[src/rtl/onehot_dispatch_pkg.sv]
// Shared types and defaults for the one-hot dispatcher.
// Holds the FSM state encoding and the default line count / hold limit.
// No logic; pure declarations.
package onehot_dispatch_pkg;

  // Dispatcher is either waiting for a request or holding a line.
  typedef enum logic {
    IDLE = 1'b0,
    BUSY = 1'b1
  } state_e;

  localparam int DISPATCH_N       = 8;
  localparam int DISPATCH_TIMEOUT = 16;

endpackage

[src/rtl/bin2onehot.sv]
// Binary index to one-hot decoder with an enable gate.
// Latency: purely combinational, zero cycles.
// Backpressure: none; output follows inputs directly.
module bin2onehot #(
  parameter int N = 8,
  parameter int W = $clog2(N)
) (
  input  logic [W-1:0] idx_i,
  input  logic         en_i,
  output logic [N-1:0] onehot_o
);

  // Raise exactly the line matching idx_i; indices >= N decode to all zeros.
  always_comb begin
    onehot_o = '0;
    for (int i = 0; i < N; i++) begin
      if (en_i && (idx_i == W'(i))) begin
        onehot_o[i] = 1'b1;
      end
    end
  end

endmodule

[src/rtl/onehot_dispatch.sv]
// Accepts a binary index and holds the matching one-hot line until ack or timeout.
// Latency: line driven one cycle after acceptance; Done/Timeout/Err one cycle after the deciding edge.
// Backpressure: In_ready is low for the whole hold; upstream must keep its request pending.
module onehot_dispatch import onehot_dispatch_pkg::*; #(
  parameter int N       = DISPATCH_N,
  parameter int W       = $clog2(N),
  parameter int TIMEOUT = DISPATCH_TIMEOUT
) (
  input  logic         clk,
  input  logic         rst_n,
  input  logic [W-1:0] In_idx,
  input  logic         In_valid,
  output logic         In_ready,
  output logic [N-1:0] Out,
  output logic         Out_valid,
  input  logic [N-1:0] Ack,
  output logic         Done,
  output logic         Timeout,
  output logic         Err
);

  localparam int CW = $clog2(TIMEOUT + 1);
  // Last cycle of the hold window; the counter starts at zero on the first BUSY cycle.
  localparam logic [CW-1:0] CNT_LAST = CW'(TIMEOUT - 1);
  // Index range limit, one bit wider so that N itself is representable.
  localparam logic [W:0]    N_LIM    = (W + 1)'(N);

  state_e        state_q, state_d;
  logic [W-1:0]  idx_q,   idx_d;
  logic [CW-1:0] cnt_q,   cnt_d;
  logic          done_q,  done_d;
  logic          tmo_q,   tmo_d;
  logic          err_q,   err_d;

  logic          busy;
  logic          in_range;
  logic          ack_hit;
  logic [N-1:0]  line;

  assign busy     = (state_q == BUSY);
  assign in_range = ({1'b0, In_idx} < N_LIM);

  bin2onehot #(
    .N (N),
    .W (W)
  ) u_dec (
    .idx_i    (idx_q),
    .en_i     (busy),
    .onehot_o (line)
  );

  // Only the captured line's acknowledge matters; line is zero outside BUSY.
  assign ack_hit = |(Ack & line);

  // Next-state: accept/reject in IDLE, ack beats timeout in BUSY.
  always_comb begin
    state_d = state_q;
    idx_d   = idx_q;
    cnt_d   = cnt_q;
    done_d  = 1'b0;
    tmo_d   = 1'b0;
    err_d   = 1'b0;
    case (state_q)
      IDLE: begin
        if (In_valid) begin
          if (in_range) begin
            idx_d   = In_idx;
            cnt_d   = '0;
            state_d = BUSY;
          end else begin
            err_d = 1'b1;
          end
        end
      end
      BUSY: begin
        if (ack_hit) begin
          state_d = IDLE;
          done_d  = 1'b1;
        end else if (cnt_q == CNT_LAST) begin
          state_d = IDLE;
          tmo_d   = 1'b1;
        end else begin
          cnt_d = cnt_q + CW'(1);
        end
      end
      default: begin
        state_d = IDLE;
      end
    endcase
  end

  // FSM, hold counter and completion pulses; reset drops the line immediately.
  always_ff @(posedge clk or negedge rst_n) begin
    if (!rst_n) begin
      state_q <= IDLE;
      idx_q   <= '0;
      cnt_q   <= '0;
      done_q  <= 1'b0;
      tmo_q   <= 1'b0;
      err_q   <= 1'b0;
    end else begin
      state_q <= state_d;
      idx_q   <= idx_d;
      cnt_q   <= cnt_d;
      done_q  <= done_d;
      tmo_q   <= tmo_d;
      err_q   <= err_d;
    end
  end

  assign In_ready  = (state_q == IDLE);
  assign Out       = line;
  assign Out_valid = |line;
  assign Done      = done_q;
  assign Timeout   = tmo_q;
  assign Err       = err_q;

endmodule

[config.mk]
export PLATFORM = sky130hd
export DESIGN_NAME = onehot_dispatch
export DESIGN_NICKNAME = d
export VERILOG_FILES = /design/src/rtl/onehot_dispatch_pkg.sv /design/src/rtl/bin2onehot.sv /design/src/rtl/onehot_dispatch.sv
export SDC_FILE = /design/constraint.sdc
export NUM_CORES = 1
export LEC_CHECK = 0
export ABC_AREA = 0
export CAP_MARGIN = 40
export CORE_MARGIN = 2
export CORE_UTILIZATION = 45
export CTS_BUF_LIST = sky130_fd_sc_hd__clkbuf_4
export DETAILED_ROUTE_END_ITERATION = 7
export GPL_TIMING_DRIVEN = 0
export PLACE_DENSITY_LB_ADDON = 0.1
export SLEW_MARGIN = 20
export SYNTH_ARGS = -nofsm -noshare
export SYNTH_HDL_FRONTEND = slang
export SYNTH_HIERARCHICAL = 1
export SYNTH_SLANG_ARGS = --single-unit
[constraint.sdc]
create_clock -name clk -period 3.29 [get_ports clk]
set_input_delay 0.329 -clock clk [delete_from_list [all_inputs] [get_ports clk]]
set_output_delay 0.329 -clock clk [all_outputs]
set_load 0.01 [all_outputs]
==> flow_summary.html <==
<table>
<tr><th>Metric</th><th>Value</th></tr>
<tr><th colspan="2">Power</th></tr>
<tr><td>Net switching power of the design</td><td>0.000353 W</td></tr>
<tr><td>Total leakage power</td><td>approximately 0.44 nW</td></tr>
<tr><td>Pwr/cell area</td><td>804 nW/um2</td></tr>
<tr><td>Sequential share of power</td><td>31.4%</td></tr>
<tr><td>Relative contribution of the clock network to total power</td><td>a little under an eighth</td></tr>
<tr><td>Internal Dissipation</td><td>0.000508 W</td></tr>
<tr><td>Net Sw Frac</td><td>41.0%</td></tr>
<tr><td>Maximum vdd ir drop</td><td>416 uV</td></tr>
<tr><td>Part of the power in combinational logic</td><td>56.9%</td></tr>
<tr><th colspan="2">Final layout</th></tr>
<tr><td>Layout overhead on the synthesized area</td><td>39.0%</td></tr>
<tr><td>Count of antenna diodes in the layout</td><td>0</td></tr>
<tr><td>Fraction of layout instances using a drive strength above 1</td><td>22.3%</td></tr>
<tr><td>Footprint of the flip-flops and latches</td><td>275 um2</td></tr>
<tr><td>Footprint of the multi-input gates</td><td>469 um2</td></tr>
<tr><td>Number of nets at the end of the flow</td><td>between 100 and 150</td></tr>
<tr><td>Summed area of non-filler cells in the final layout</td><td>1070 um2</td></tr>
<tr><td>Number of fillers in the final layout</td><td>118</td></tr>
<tr><th colspan="2">Placement</th></tr>
<tr><td>Post-detailed-placement half-perimeter wirelength</td><td>1340 um</td></tr>
<tr><td>Final weighted congestion of routability-driven global placement</td><td>0.771</td></tr>
<tr><td>Placed standard-cell area</td><td>around 1000 um2</td></tr>
<tr><td>Number of input and output port buffers inserted</td><td>25</td></tr>
<tr><th colspan="2">Logic synthesis</th></tr>
<tr><td>Synthesized Nets</td><td>90</td></tr>
<tr><td>Unique masters post-synth</td><td>35</td></tr>
<tr><td>Dominant cell type by area after synthesis</td><td>sky130_fd_sc_hd__dfrtp_1</td></tr>
<tr><td>Summed instance area of the synthesized netlist</td><td>~770 um2</td></tr>
<tr><td>Cells after Synth</td><td>74</td></tr>
<tr><td>Yosys warnings</td><td>6</td></tr>
<tr><td>Area share of the largest cell type after synthesis</td><td>35.7%</td></tr>
<tr><td>Portion of the post-synthesis area used by sequential elements</td><td>35.7%</td></tr>
<tr><td>Number of flip-flops and latches in the synthesized netlist</td><td>11</td></tr>
<tr><td>Synth Flop Type</td><td>sky130_fd_sc_hd__dfrtp_1</td></tr>
<tr><td>Cell with the most instances after synthesis</td><td>sky130_fd_sc_hd__dfrtp_1</td></tr>
<tr><td>Synth area leaders</td><td>sky130_fd_sc_hd__dfrtp_1, sky130_fd_sc_hd__a22oi_2, sky130_fd_sc_hd__and4bb_2</td></tr>
<tr><td>Top post-synthesis cells by count</td><td>sky130_fd_sc_hd__dfrtp_1, sky130_fd_sc_hd__nand2_1, sky130_fd_sc_hd__nor4_1</td></tr>
<tr><td>Number of enable-type register cells in the synthesized netlist</td><td>0</td></tr>
<tr><td>Mapped Avg Cell Area</td><td>10.4 um2</td></tr>
<tr><td>Async set-or-reset flop fraction in the synthesized netlist</td><td>100%</td></tr>
<tr><th colspan="2">Timing</th></tr>
<tr><td>Part of the cycle the worst path needs</td><td>70.5%</td></tr>
<tr><td>RSZ-0062 raised after global routing</td><td>no</td></tr>
<tr><td># setup viols final</td><td>0</td></tr>
<tr><td>Total count of max-transition violations in the final report</td><td>0</td></tr>
<tr><td>Fmax achieved</td><td>0.431 GHz</td></tr>
<tr><td>Worst Clk Skew</td><td>0.00439 ns</td></tr>
<tr><td>Setup TNS</td><td>0 ns</td></tr>
<tr><td>Final hold violation count</td><td>0</td></tr>
<tr><td>Final critical path time including I/O delays and setup</td><td>2.32 ns</td></tr>
<tr><th colspan="2">Critical path</th></tr>
<tr><td>Number of cell instances on the worst register-to-register path</td><td>7</td></tr>
<tr><td>Delay of the slowest cell on the worst path</td><td>between 0.5 and 0.6 ns</td></tr>
<tr><td>Setup slack on the worst flop-to-flop path</td><td>between 1 and 1.5 ns</td></tr>
<tr><td>Reg-to-Reg Start</td><td>cnt_q[0]$_DFFE_PN0P_</td></tr>
<tr><td>Crit. Startpoint</td><td>busy$_DFF_PN0_</td></tr>
<tr><td>Startpoint types</td><td>flop</td></tr>
<tr><td>Endpoint of the lowest-slack register-to-register path</td><td>cnt_q[2]$_DFFE_PN0P_</td></tr>
<tr><td>Slowest cell on the critical path</td><td>sky130_fd_sc_hd__dfrtp_1</td></tr>
<tr><td>Startpoint-to-endpoint class of the critical path</td><td>reg2out</td></tr>
<tr><td>Largest driver fanout on the critical path</td><td>14</td></tr>
<tr><td>Worst path top cell family by delay</td><td>simple AND/OR/NAND/NOR gates</td></tr>
<tr><td>Worst path cell trace</td><td>and4bb_2 &gt; nor4_1 &gt; nand2_1 &gt; clkdlybuf4s50_1</td></tr>
<tr><td>Nature of the critical path endpoint</td><td>output pin</td></tr>
<tr><td>Number of buffer and inverter stages on the critical path</td><td>1</td></tr>
<tr><td>Required time worst endpoint</td><td>just under 3 ns</td></tr>
<tr><td>Arrival time at the worst endpoint</td><td>roughly 2 ns</td></tr>
<tr><th colspan="2">Job</th></tr>
<tr><td>Max-cap viol count</td><td>0</td></tr>
<tr><th colspan="2">Status</th></tr>
<tr><td>Result of the run</td><td>completed</td></tr>
<tr><th colspan="2">Clocking</th></tr>
<tr><td>Clock latency on the worst-skew pair</td><td>0.27 ns</td></tr>
<tr><td>Clk pin slew, worst setup/hold paths</td><td>~0.070 ns</td></tr>
<tr><td>CTS tree</td><td>done</td></tr>
<tr><td>Cts-stage hold buffer count</td><td>0</td></tr>
<tr><td>Clock root cell</td><td>sky130_fd_sc_hd__clkbuf_4</td></tr>
<tr><td>Level count of the clock H-tree</td><td>1</td></tr>
<tr><td>Maximum buffer depth of the clock tree</td><td>2</td></tr>
<tr><td>Count of instances resized after the clock tree is built</td><td>0</td></tr>
<tr><td>Number of sinks driven by the clock tree</td><td>11</td></tr>
<tr><td>Number of buffers added by the clock tree synthesis step</td><td>3</td></tr>
<tr><td>Number of buffers inserted by post-CTS setup repair</td><td>0</td></tr>
<tr><th colspan="2">Die</th></tr>
<tr><td>Width of the chip</td><td>between 40 and 50 um</td></tr>
<tr><td>FP Rows</td><td>14</td></tr>
<tr><td>Initial core utilization</td><td>49.4%</td></tr>
<tr><td>Height of the chip</td><td>between 40 and 50 um</td></tr>
<tr><td>Core area</td><td>about 1600 um2</td></tr>
<tr><td>Boundary Pins</td><td>27</td></tr>
<tr><td>Die Area</td><td>2060 um2</td></tr>
<tr><th colspan="2">Global routing</th></tr>
<tr><td>GRT Overall Usage</td><td>19.5%</td></tr>
<tr><td>Final global-route overflow total</td><td>0</td></tr>
<tr><td>Global-route wire length before repair</td><td>2890 um</td></tr>
<tr><td>Maximum number of pins on one net before global-route repair</td><td>15</td></tr>
<tr><td>Via count of the first global-routing pass</td><td>648</td></tr>
<tr><td>Antenna violations before repair</td><td>0</td></tr>
<tr><th colspan="2">Routing</th></tr>
<tr><td>Detail Route Antenna Nets</td><td>0</td></tr>
<tr><td>DRC violations left</td><td>0</td></tr>
<tr><td>Total wire length</td><td>1770 um</td></tr>
<tr><td>Number of detailed-routing iterations run before antenna repair</td><td>4</td></tr>
<tr><td>Iteration-0 DRC Markers</td><td>11</td></tr>
<tr><td>Via density per instance</td><td>~5.9</td></tr>
<tr><td>Routed wirelength normalized by instance count</td><td>14.9 um</td></tr>
<tr><td>Number of vias after detailed routing</td><td>706</td></tr>
<tr><th colspan="2">Min path</th></tr>
<tr><td>Type of the worst min-delay path</td><td>in2async</td></tr>
</table>
metal layers:
layer	track usage (%)	wire (um)
met2	29.0	852
met4	7.06	24
met3	5.95	63
met5	0	0
met1	26.5	831
power groups by stage:
stage,sequential [W],combinational (W),clock (W)
3_5_place_dp,0.000269,0.000491,0
3_3_place_gp,0.000265,0.000481,0
4_1_cts,0.000267,0.000492,0.000103
5_1_grt,0.000281,0.000537,0.000111
2_1_floorplan,0.000247,0.000317,0
6_report,0.000271,0.000490,0.000101
worst max path at each step:
stage	to	cells past startpoint
finish	Out_valid	4
global route	Out_valid	4
CTS	Out_valid	4
detailed placement	Out_valid	4
global placement	Out_valid	4
floorplan	cnt_q[2]$_DFFE_PN0P_	5
layout make-up:
class / instances / share of cell area (%)
repair buffers: 25 / 23.4
well taps: 16 / 1.87
clock buffers: 4 / 2.80
plain buffers: 3 / 1.40
flip-flops and latches: 11 / 25.7
multi-input cells: 57 / 43.8
inverters: 3 / 1.05
cells in the final DEF (no fill, tap or decap), types with 2 or more instances in the layout:
cell	count
sky130_fd_sc_hd__clkdlybuf4s50_1	25
sky130_fd_sc_hd__dfrtp_1	11
sky130_fd_sc_hd__nand2_1	8
sky130_fd_sc_hd__nor4_1	4
sky130_fd_sc_hd__clkbuf_4	4
sky130_fd_sc_hd__inv_1	3
sky130_fd_sc_hd__a22oi_2	3
sky130_fd_sc_hd__nor2_1	3
sky130_fd_sc_hd__nand3_1	3
sky130_fd_sc_hd__mux2_2	3
sky130_fd_sc_hd__and4b_2	3
sky130_fd_sc_hd__and4bb_2	3
sky130_fd_sc_hd__clkbuf_1	2
sky130_fd_sc_hd__and2_1	2
sky130_fd_sc_hd__mux2i_1	2
sky130_fd_sc_hd__o211ai_1	2
sky130_fd_sc_hd__ha_1	2
flip-flops by register name (all words and copies together), names as in the netlist:
signal	flops
cnt_q	5
idx_q	3
Done	1
Timeout	1
busy	1
cells by family after synthesis:
family / synth area share, %
AOI/OAI and AO/OA: 15.9
adders and majority gates: 3.25
buffers and inverters: 3.41
DFF: 35.7
muxes: 6.98
other: 0.487
and+or+nand+nor: 34.3
through the flow:
step,cells,power [W],hold slack [ns],util (%),setup slack [ns]
after floorplan,74,0.000565,0.0334,-,1.52
after global placement,115,0.000746,0.499,66.8,1.30
after detailed placement,115,0.000760,0.518,66.8,1.29
after CTS,119,0.000862,0.401,68.7,0.993
after global routing,119,0.000929,0.420,68.7,0.895
final,119,0.000861,0.387,68.7,0.972
Note: power is estimated with default switching activity, not from simulation.
